$ cat src/rtl/output_port_pkg.sv
// Shared definitions for the output port controller: FSM state encoding
// and default sizing for the FIFO depth and the post-transfer hold gap.
package output_port_pkg;

  localparam int DEPTH_DEFAULT       = 4;
  localparam int HOLD_CYCLES_DEFAULT = 8;

  typedef enum logic [1:0] {
    ST_IDLE    = 2'd0,
    ST_PRESENT = 2'd1,
    ST_HOLD    = 2'd2
  } port_state_e;

endpackage

$ cat src/rtl/output_port_fifo.sv
// Word FIFO behind the output port: storage, wrapping pointers and fill
// count. Exposes the head word and the word behind it so the controller
// can present the next entry on the same edge that pops the current one.
module output_port_fifo
  import output_port_pkg::*;
#(
  parameter int DEPTH = DEPTH_DEFAULT
) (
  input  logic                       clock,
  input  logic                       reset,
  input  logic                       push_i,
  input  logic                       pop_i,
  input  logic [31:0]                wdata_i,
  output logic [31:0]                head_o,
  output logic [31:0]                head_next_o,
  output logic [$clog2(DEPTH):0]     count_o
);

  localparam int AW = $clog2(DEPTH);
  localparam int CW = AW + 1;

  logic [31:0]   mem_q [DEPTH];
  logic [AW-1:0] wptr_q;
  logic [AW-1:0] rptr_q;
  logic [AW-1:0] rptr_inc;
  logic [CW-1:0] count_q;

  // Storage is data only; it needs no reset because count gates its use.
  always_ff @(posedge clock) begin
    if (push_i) mem_q[wptr_q] <= wdata_i;
  end

  // Pointers wrap naturally because DEPTH is a power of two.
  always_ff @(posedge clock or posedge reset) begin
    if (reset) begin
      wptr_q  <= '0;
      rptr_q  <= '0;
      count_q <= '0;
    end else begin
      if (push_i) wptr_q <= wptr_q + 1'b1;
      if (pop_i)  rptr_q <= rptr_q + 1'b1;
      case ({push_i, pop_i})
        2'b10:   count_q <= count_q + 1'b1;
        2'b01:   count_q <= count_q - 1'b1;
        default: count_q <= count_q;
      endcase
    end
  end

  assign rptr_inc    = rptr_q + 1'b1;
  assign head_o      = mem_q[rptr_q];
  assign head_next_o = mem_q[rptr_inc];
  assign count_o     = count_q;

endmodule

$ cat src/rtl/output_port_controller.sv
// CPU output port: buffers OUT-instruction words in a FIFO and hands them
// to a peripheral with a valid/ready handshake. The CPU is stalled when it
// writes into a full FIFO. Defining OUTPUT_PORT_HOLD_EN inserts an idle gap
// of HOLD_CYCLES cycles (out_valid low) after every transfer.
module output_port_controller
  import output_port_pkg::*;
#(
  parameter int DEPTH       = DEPTH_DEFAULT,
  parameter int HOLD_CYCLES = HOLD_CYCLES_DEFAULT
) (
  input  logic                   clock,
  input  logic                   reset,
  input  logic                   out_write,
  input  logic [31:0]            data_out,
  output logic                   cpu_stall,
  output logic [31:0]            out_data,
  output logic                   out_valid,
  input  logic                   out_ready,
  output logic [$clog2(DEPTH):0] count
);

  localparam int CW = $clog2(DEPTH) + 1;

  port_state_e state_q;
  logic        out_valid_q;
  logic [31:0] out_data_q;
  logic        full;
  logic        push;
  logic        pop;
  logic [31:0] head;
  logic [31:0] head_next;

`ifdef OUTPUT_PORT_HOLD_EN
  localparam int TW = (HOLD_CYCLES > 1) ? $clog2(HOLD_CYCLES) : 1;
  logic [TW-1:0] hold_timer_q;
  logic          unused_head_next;
  assign unused_head_next = ^head_next;
`else
  logic unused_hold_cycles;
  assign unused_hold_cycles = (HOLD_CYCLES != 0);
`endif

  // Full comes from the registered count, so a pop on the same edge does
  // not make room for a push.
  assign full      = (count == CW'(DEPTH));
  assign cpu_stall = out_write & full;
  assign push      = out_write & ~full;
  assign pop       = out_valid_q & out_ready;

  output_port_fifo #(.DEPTH(DEPTH)) u_fifo (
    .clock       (clock),
    .reset       (reset),
    .push_i      (push),
    .pop_i       (pop),
    .wdata_i     (data_out),
    .head_o      (head),
    .head_next_o (head_next),
    .count_o     (count)
  );

  // Presentation FSM; out_data/out_valid are registered and always mirror
  // the FIFO head while valid.
  always_ff @(posedge clock or posedge reset) begin
    if (reset) begin
      state_q      <= ST_IDLE;
      out_valid_q  <= 1'b0;
      out_data_q   <= '0;
`ifdef OUTPUT_PORT_HOLD_EN
      hold_timer_q <= '0;
`endif
    end else begin
      case (state_q)
        ST_IDLE: begin
          // FIFO is empty here, so the word being pushed becomes the head.
          if (push) begin
            state_q     <= ST_PRESENT;
            out_valid_q <= 1'b1;
            out_data_q  <= data_out;
          end
        end
        ST_PRESENT: begin
          if (pop) begin
`ifdef OUTPUT_PORT_HOLD_EN
            state_q      <= ST_HOLD;
            out_valid_q  <= 1'b0;
            hold_timer_q <= TW'(HOLD_CYCLES - 1);
`else
            if (count > CW'(1)) begin
              out_data_q <= head_next;
            end else if (push) begin
              out_data_q <= data_out;
            end else begin
              state_q     <= ST_IDLE;
              out_valid_q <= 1'b0;
            end
`endif
          end
        end
`ifdef OUTPUT_PORT_HOLD_EN
        ST_HOLD: begin
          if (hold_timer_q != '0) begin
            hold_timer_q <= hold_timer_q - 1'b1;
          end else if (count != '0) begin
            state_q     <= ST_PRESENT;
            out_valid_q <= 1'b1;
            out_data_q  <= head;
          end else if (push) begin
            state_q     <= ST_PRESENT;
            out_valid_q <= 1'b1;
            out_data_q  <= data_out;
          end else begin
            state_q <= ST_IDLE;
          end
        end
`endif
        default: begin
          state_q     <= ST_IDLE;
          out_valid_q <= 1'b0;
        end
      endcase
    end
  end

  assign out_valid = out_valid_q;
  assign out_data  = out_data_q;

endmodule

$ cat config.mk
export PLATFORM = sky130hd
export DESIGN_NAME = output_port_controller
export DESIGN_NICKNAME = d
export VERILOG_FILES = /design/src/rtl/output_port_pkg.sv /design/src/rtl/output_port_fifo.sv /design/src/rtl/output_port_controller.sv
export SDC_FILE = /design/constraint.sdc
export NUM_CORES = 1
export LEC_CHECK = 0
export CAP_MARGIN = 20
export CORE_MARGIN = 4
export CORE_UTILIZATION = 61
export DETAILED_ROUTE_END_ITERATION = 10
export PLACE_DENSITY = 0.94
export SYNTH_ARGS = -nofsm -noshare
export SYNTH_HDL_FRONTEND = slang
export SYNTH_HIERARCHICAL = 1
export SYNTH_SLANG_ARGS = --single-unit
$ cat constraint.sdc
create_clock -name clock -period 7.4 [get_ports clock]
set_clock_uncertainty 0.15 [all_clocks]
set_input_delay 0.74 -clock clock [delete_from_list [all_inputs] [get_ports clock]]
set_output_delay 0.74 -clock clock [all_outputs]
set_load 0.1 [all_outputs]
==> results.yml, run 1 <==
detailed_routing:
  dr.first_iter.drc_count: 256
  final_antenna_net_count: 0
  wl_per_cell_um: 24.0
  via_per_inst: 5.98
  wl_um: 13300
  vias: 3306
  first_pass_iters: 4
  drc: 0
grt:
  grt_pass1_vias: 3677
  grt_overflow: 0
  grt_pass1_wl_um: 20900
  grt_start_max_net_pins: 34
  antenna_found_initial: 0
  grt.total_usage_pct: 22.3
clock_tree:
  cts_tree: "done"
  cts.clk_slew.worst_paths_ns: 0.06
  ctsHoldBuffers: 0
  clk_latency_ns: 0.52
  cts-root-buf: "clkbuf_8"
  cts-resized-gates: 0
  clkSinkCount: 168
  cts_max_level: 4
  cts_buffers: 17
  cts_setup_buffers: 0
  clockBufferDepth: 2
synthesis:
  synth_fp_nets: 362
  syn-cell-area_mm2: 0.00672
  synthesis.yosys.warnings: 6
  syn_avg_cell_area_um2: 21.0
  synthCells: 320
timing:
  tightest_slew_ns: 0.991
  min_period_ns: 3.63
  period_share_pct: 49.1
  setup_viol: 0
  final_max_slew_viol_count: 0
  relSlewSlack_pct: 33.7
  fmax_mhz: 275
  fin_setup_tns_ns: 0
  hold_viol: 0
  hold_ws_ns: 0.352
  rsz0062_at_grt: "no"
die:
  die_area_mm2: 0.0128
  die_x_um: 113
  rows: 38
  ios: 73
  initial_core_util_pct: 62.3
  core_region_area_mm2: 0.0108
  die-height_um: 113
flow_run:
  maxCapViolCount: 0
cells_and_area:
  multi_input_area_mm2: 0.00173
  fillers: 522
  antenna_cells: 0
  drive_gt1_share_pct: 29.3
  utilization_pct: 76.1
  fin_nets: 442
  final-seq-area_mm2: 0.00485
  area_growth_pct: 22.1
setup_path:
  max_stage_delay_ns: 1.14
  path_cells: "nor3b_2 > and2_1 > clkdlybuf4s50_1"
  cp-start-kind: "flip-flop"
  worstSetupPathType: "flip-flop to output pin"
  worstSetupEndpointType: "output pin"
  crit_fanout: 6
  crit_slowest_cell: "clkdlybuf4s50_1"
  worstPathRequired_ns: 6.51
  cp.arrival_ns: 2.74
outcome:
  outcome: "completed"
place:
  post-dp-hpwl_um: 7520
  port_buffers: 72
  gp_congestion: 0.727
worst_hold_path:
  hp-class: "input port to asynchronous set/reset pin"
routing by layer:
metal	track usage (%)	vias to the layer above	share of wire, %
met4	8.09	0	2.6
met2	36.1	130	52
met3	7.65	25	6.5
met1	28.5	1727	39
li1	-	1424	-
met5	0	-	0
worst max-delay path, delay by kind of cell (launching register included):
kind	cells	cell delay, ns
buffers and inverters	1	1.14
DFF	1	0.50
and+or+nand+nor	2	0.57
layout make-up:
type                    instances  share of cell area, %
clock buffers                  21                   5.59
clock inverters                11                   2.09
inverters                       8                  0.366
multi-input cells             128                   21.1
flip-flops and latches        168                   59.0
well taps                     140                   2.13
repair buffers                 77                   9.69
through the flow:
stage | worst slack (ns) | cell area [µm²] | instances
3_5_place_dp | 3.93 | 7540 | 519
3_3_place_gp | 3.98 | 7520 | 518
4_1_cts | 3.72 | 8170 | 551
2_1_floorplan | 4.35 | 6720 | 320
6_report | 3.77 | 8210 | 553
5_1_grt | 3.66 | 8210 | 553
state kept, by name, indices dropped and copies added (netlist names):
name / count
u_fifo/mem_q: 128
u_fifo/rptr_q: 2
u_fifo/count_o: 3
out_valid: 1
u_fifo/wptr_q: 2
out_data: 32
path summary, 6_finish.rpt:
check,cells past startpoint,startpoint,end,slack (ns)
setup / recovery,3,u_fifo/count_o[2],cpu_stall,3.77
hold / removal,2,reset,u_fifo/rptr_q[0],0.35
setup reg to reg,3,u_fifo/count_o[2],u_fifo/mem_q[3][31],4.82
hold reg to reg,1,out_data[8],out_data[8],0.35
max in group asynchronous,3,reset,out_data[7],5.87
min in group clock,1,out_data[8],out_data[8],0.35
layout by cell type (no fill, tap or decap), types with 5 or more instances in the layout:
master and instances:
edfxtp_1 128, mux2_2 45, clkbuf_16 16, mux2_1 19, inv_1 8, ha_1 5
mux4_2 32, clkdlybuf4s50_1 72, dfrtp_1 39
Power of run 1 is left out: the tool's default activity adds up to more than one toggle a clock period on the data nets, which glitch-free logic cannot reach.
==> run 2: changes to the inputs <==
--- a/config.mk
+++ b/config.mk
@@ -7,9 +7,9 @@
 export LEC_CHECK = 0
 export CAP_MARGIN = 20
 export CORE_MARGIN = 4
-export CORE_UTILIZATION = 61
+export CORE_UTILIZATION = 57
 export DETAILED_ROUTE_END_ITERATION = 10
-export PLACE_DENSITY = 0.94
+export PLACE_DENSITY = 0.9
 export SYNTH_ARGS = -nofsm -noshare
 export SYNTH_HDL_FRONTEND = slang
 export SYNTH_HIERARCHICAL = 1
==> constraint.sdc (replaced) <==
create_clock -name clock -period 3.61 [get_ports clock]
set_clock_uncertainty 0.15 [all_clocks]
set_input_delay 0.361 -clock clock [delete_from_list [all_inputs] [get_ports clock]]
set_output_delay 0.361 -clock clock [all_outputs]
set_load 0.1 [all_outputs]
==> results.yml, run 2 (same netlist as run 1, synthesis figures left out) <==
cells_and_area:
  largest_reg_flops: 128
  antenna_cells: 0
  postLayoutCellArea_mm2: 0.00812
  drive_gt1_share_pct: 29.8
  mostFrequentLayoutCell: "edfxtp_1"
  fin_nets: 442
  largest-register: "u_fifo/mem_q"
  utilization_pct: 70.8
  area_growth_pct: 20.7
  final_cell_mix: "128 x edfxtp_1, 71 x clkdlybuf4s50_1, 45 x mux2_2"
setup_path:
  cp.arrival_ns: 2.13
  worstPathRequired_ns: 3.10
  crit_family: "buffers and inverters"
  r2r_slack_ns: 1.06
  max_stage_delay_ns: 1.20
  worstSetupPathType: "flip-flop to output pin"
  worstSetupEndpointType: "output pin"
  cp-start-kind: "flip-flop"
  worstRegToRegCells: 4
  crit_fanout: 6
  reg2reg_from: "u_fifo/rptr_q[1]"
  worstSetupStartpoint: "u_fifo/count_o[1]"
  crit_slowest_cell: "clkdlybuf4s50_1"
  path_cells: "clkdlybuf4s50_1"
  r2r-end: "out_data[26]"
  path_buf_inv: 1
detailed_routing:
  first_pass_iters: 4
  dr.first_iter.drc_count: 171
  wl_um: 12600
  wl_per_cell_um: 22.7
  final_antenna_net_count: 0
  drc: 0
  vias: 3249
  via_per_inst: 5.84
die:
  die_x_um: 117
  initial_core_util_pct: 58.6
  rows: 39
  ios: 73
  die-height_um: 117
  core_region_area_mm2: 0.0115
  die_area_mm2: 0.0136
outcome:
  outcome: "completed"
worst_hold_path:
  hp-class: "input port to asynchronous set/reset pin"
grt:
  grt_overflow: 0
  grt_pass1_wl_um: 20000
  grt.total_usage_pct: 20.6
  antenna_found_initial: 0
  grt_start_max_net_pins: 35
  grt_pass1_vias: 3556
timing:
  fin_setup_tns_ns: 0
  hold_viol: 0
  period_share_pct: 73.3
  setup_viol: 0
  min_period_ns: 2.65
  rsz0062_at_grt: "no"
  final_max_slew_viol_count: 0
  tightest_slew_ns: 1.02
  fmax_mhz: 378
  relSlewSlack_pct: 32.1
clock_tree:
  cts-root-buf: "clkbuf_16"
  cts_setup_buffers: 0
  clockBufferDepth: 2
  clkSinkCount: 168
  ctsHoldBuffers: 0
  cts_max_level: 4
  cts-resized-gates: 0
  cts_buffers: 17
  cts_tree: "done"
  clk_latency_ns: 0.42
  cts.clk_slew.worst_paths_ns: 0.06
place:
  port_buffers: 72
  gp_congestion: 0.769
  place_area_mm2: 0.00755
  post-dp-hpwl_um: 7410
flow_run:
  maxCapViolCount: 0
-- run 2: changes by cell type in the layout (fill, tap and decap cells not counted), moves of 3 or more --
cell        delta
buf_4          +4
bufinv_16      -3
clkinvlp_4     +3
buf_12         -3
-- run 2: how the worst max path moves through the flow --
stage | depth (start not counted) | to | slack, ns
6_report | 1 | count[1] | 0.96
4_1_cts | 1 | count[1] | 0.95
3_5_place_dp | 3 | u_fifo/mem_q[0][11] | 0.87
3_3_place_gp | 3 | u_fifo/mem_q[1][9] | 0.96
2_1_floorplan | 3 | u_fifo/mem_q[0][0] | 0.67
5_1_grt | 1 | count[2] | 0.91
-- run 2: layout make-up --
cell class / count / area [µm²]
clock buffer: 21 / 470
clock inverter: 11 / 100
fill: 676 / 3350
inverter: 8 / 30.0
multi-input combinational: 128 / 1730
sequential: 168 / 4850
tap: 143 / 179
timing repair buffer: 77 / 756
-- run 2: routing by layer --
metal / vias up / GRT usage, % / share of wire [%]
li1: 1425 / - / -
met5: - / 0 / 0
met1: 1701 / 27.1 / 40
met4: 0 / 7.80 / 2.0
met3: 21 / 5.54 / 5.4
met2: 102 / 33.6 / 52
-- run 2: per-stage QoR --
stage,hold WS (ns),worst slack (ns),cells
6_report,0.0791,0.964,556
5_1_grt,0.0922,0.911,556
4_1_cts,0.0730,0.945,556
3_5_place_dp,0.345,0.872,524
3_3_place_gp,0.339,0.963,524
2_1_floorplan,0.0144,0.672,320
Power of run 2 is left out for the same reason.
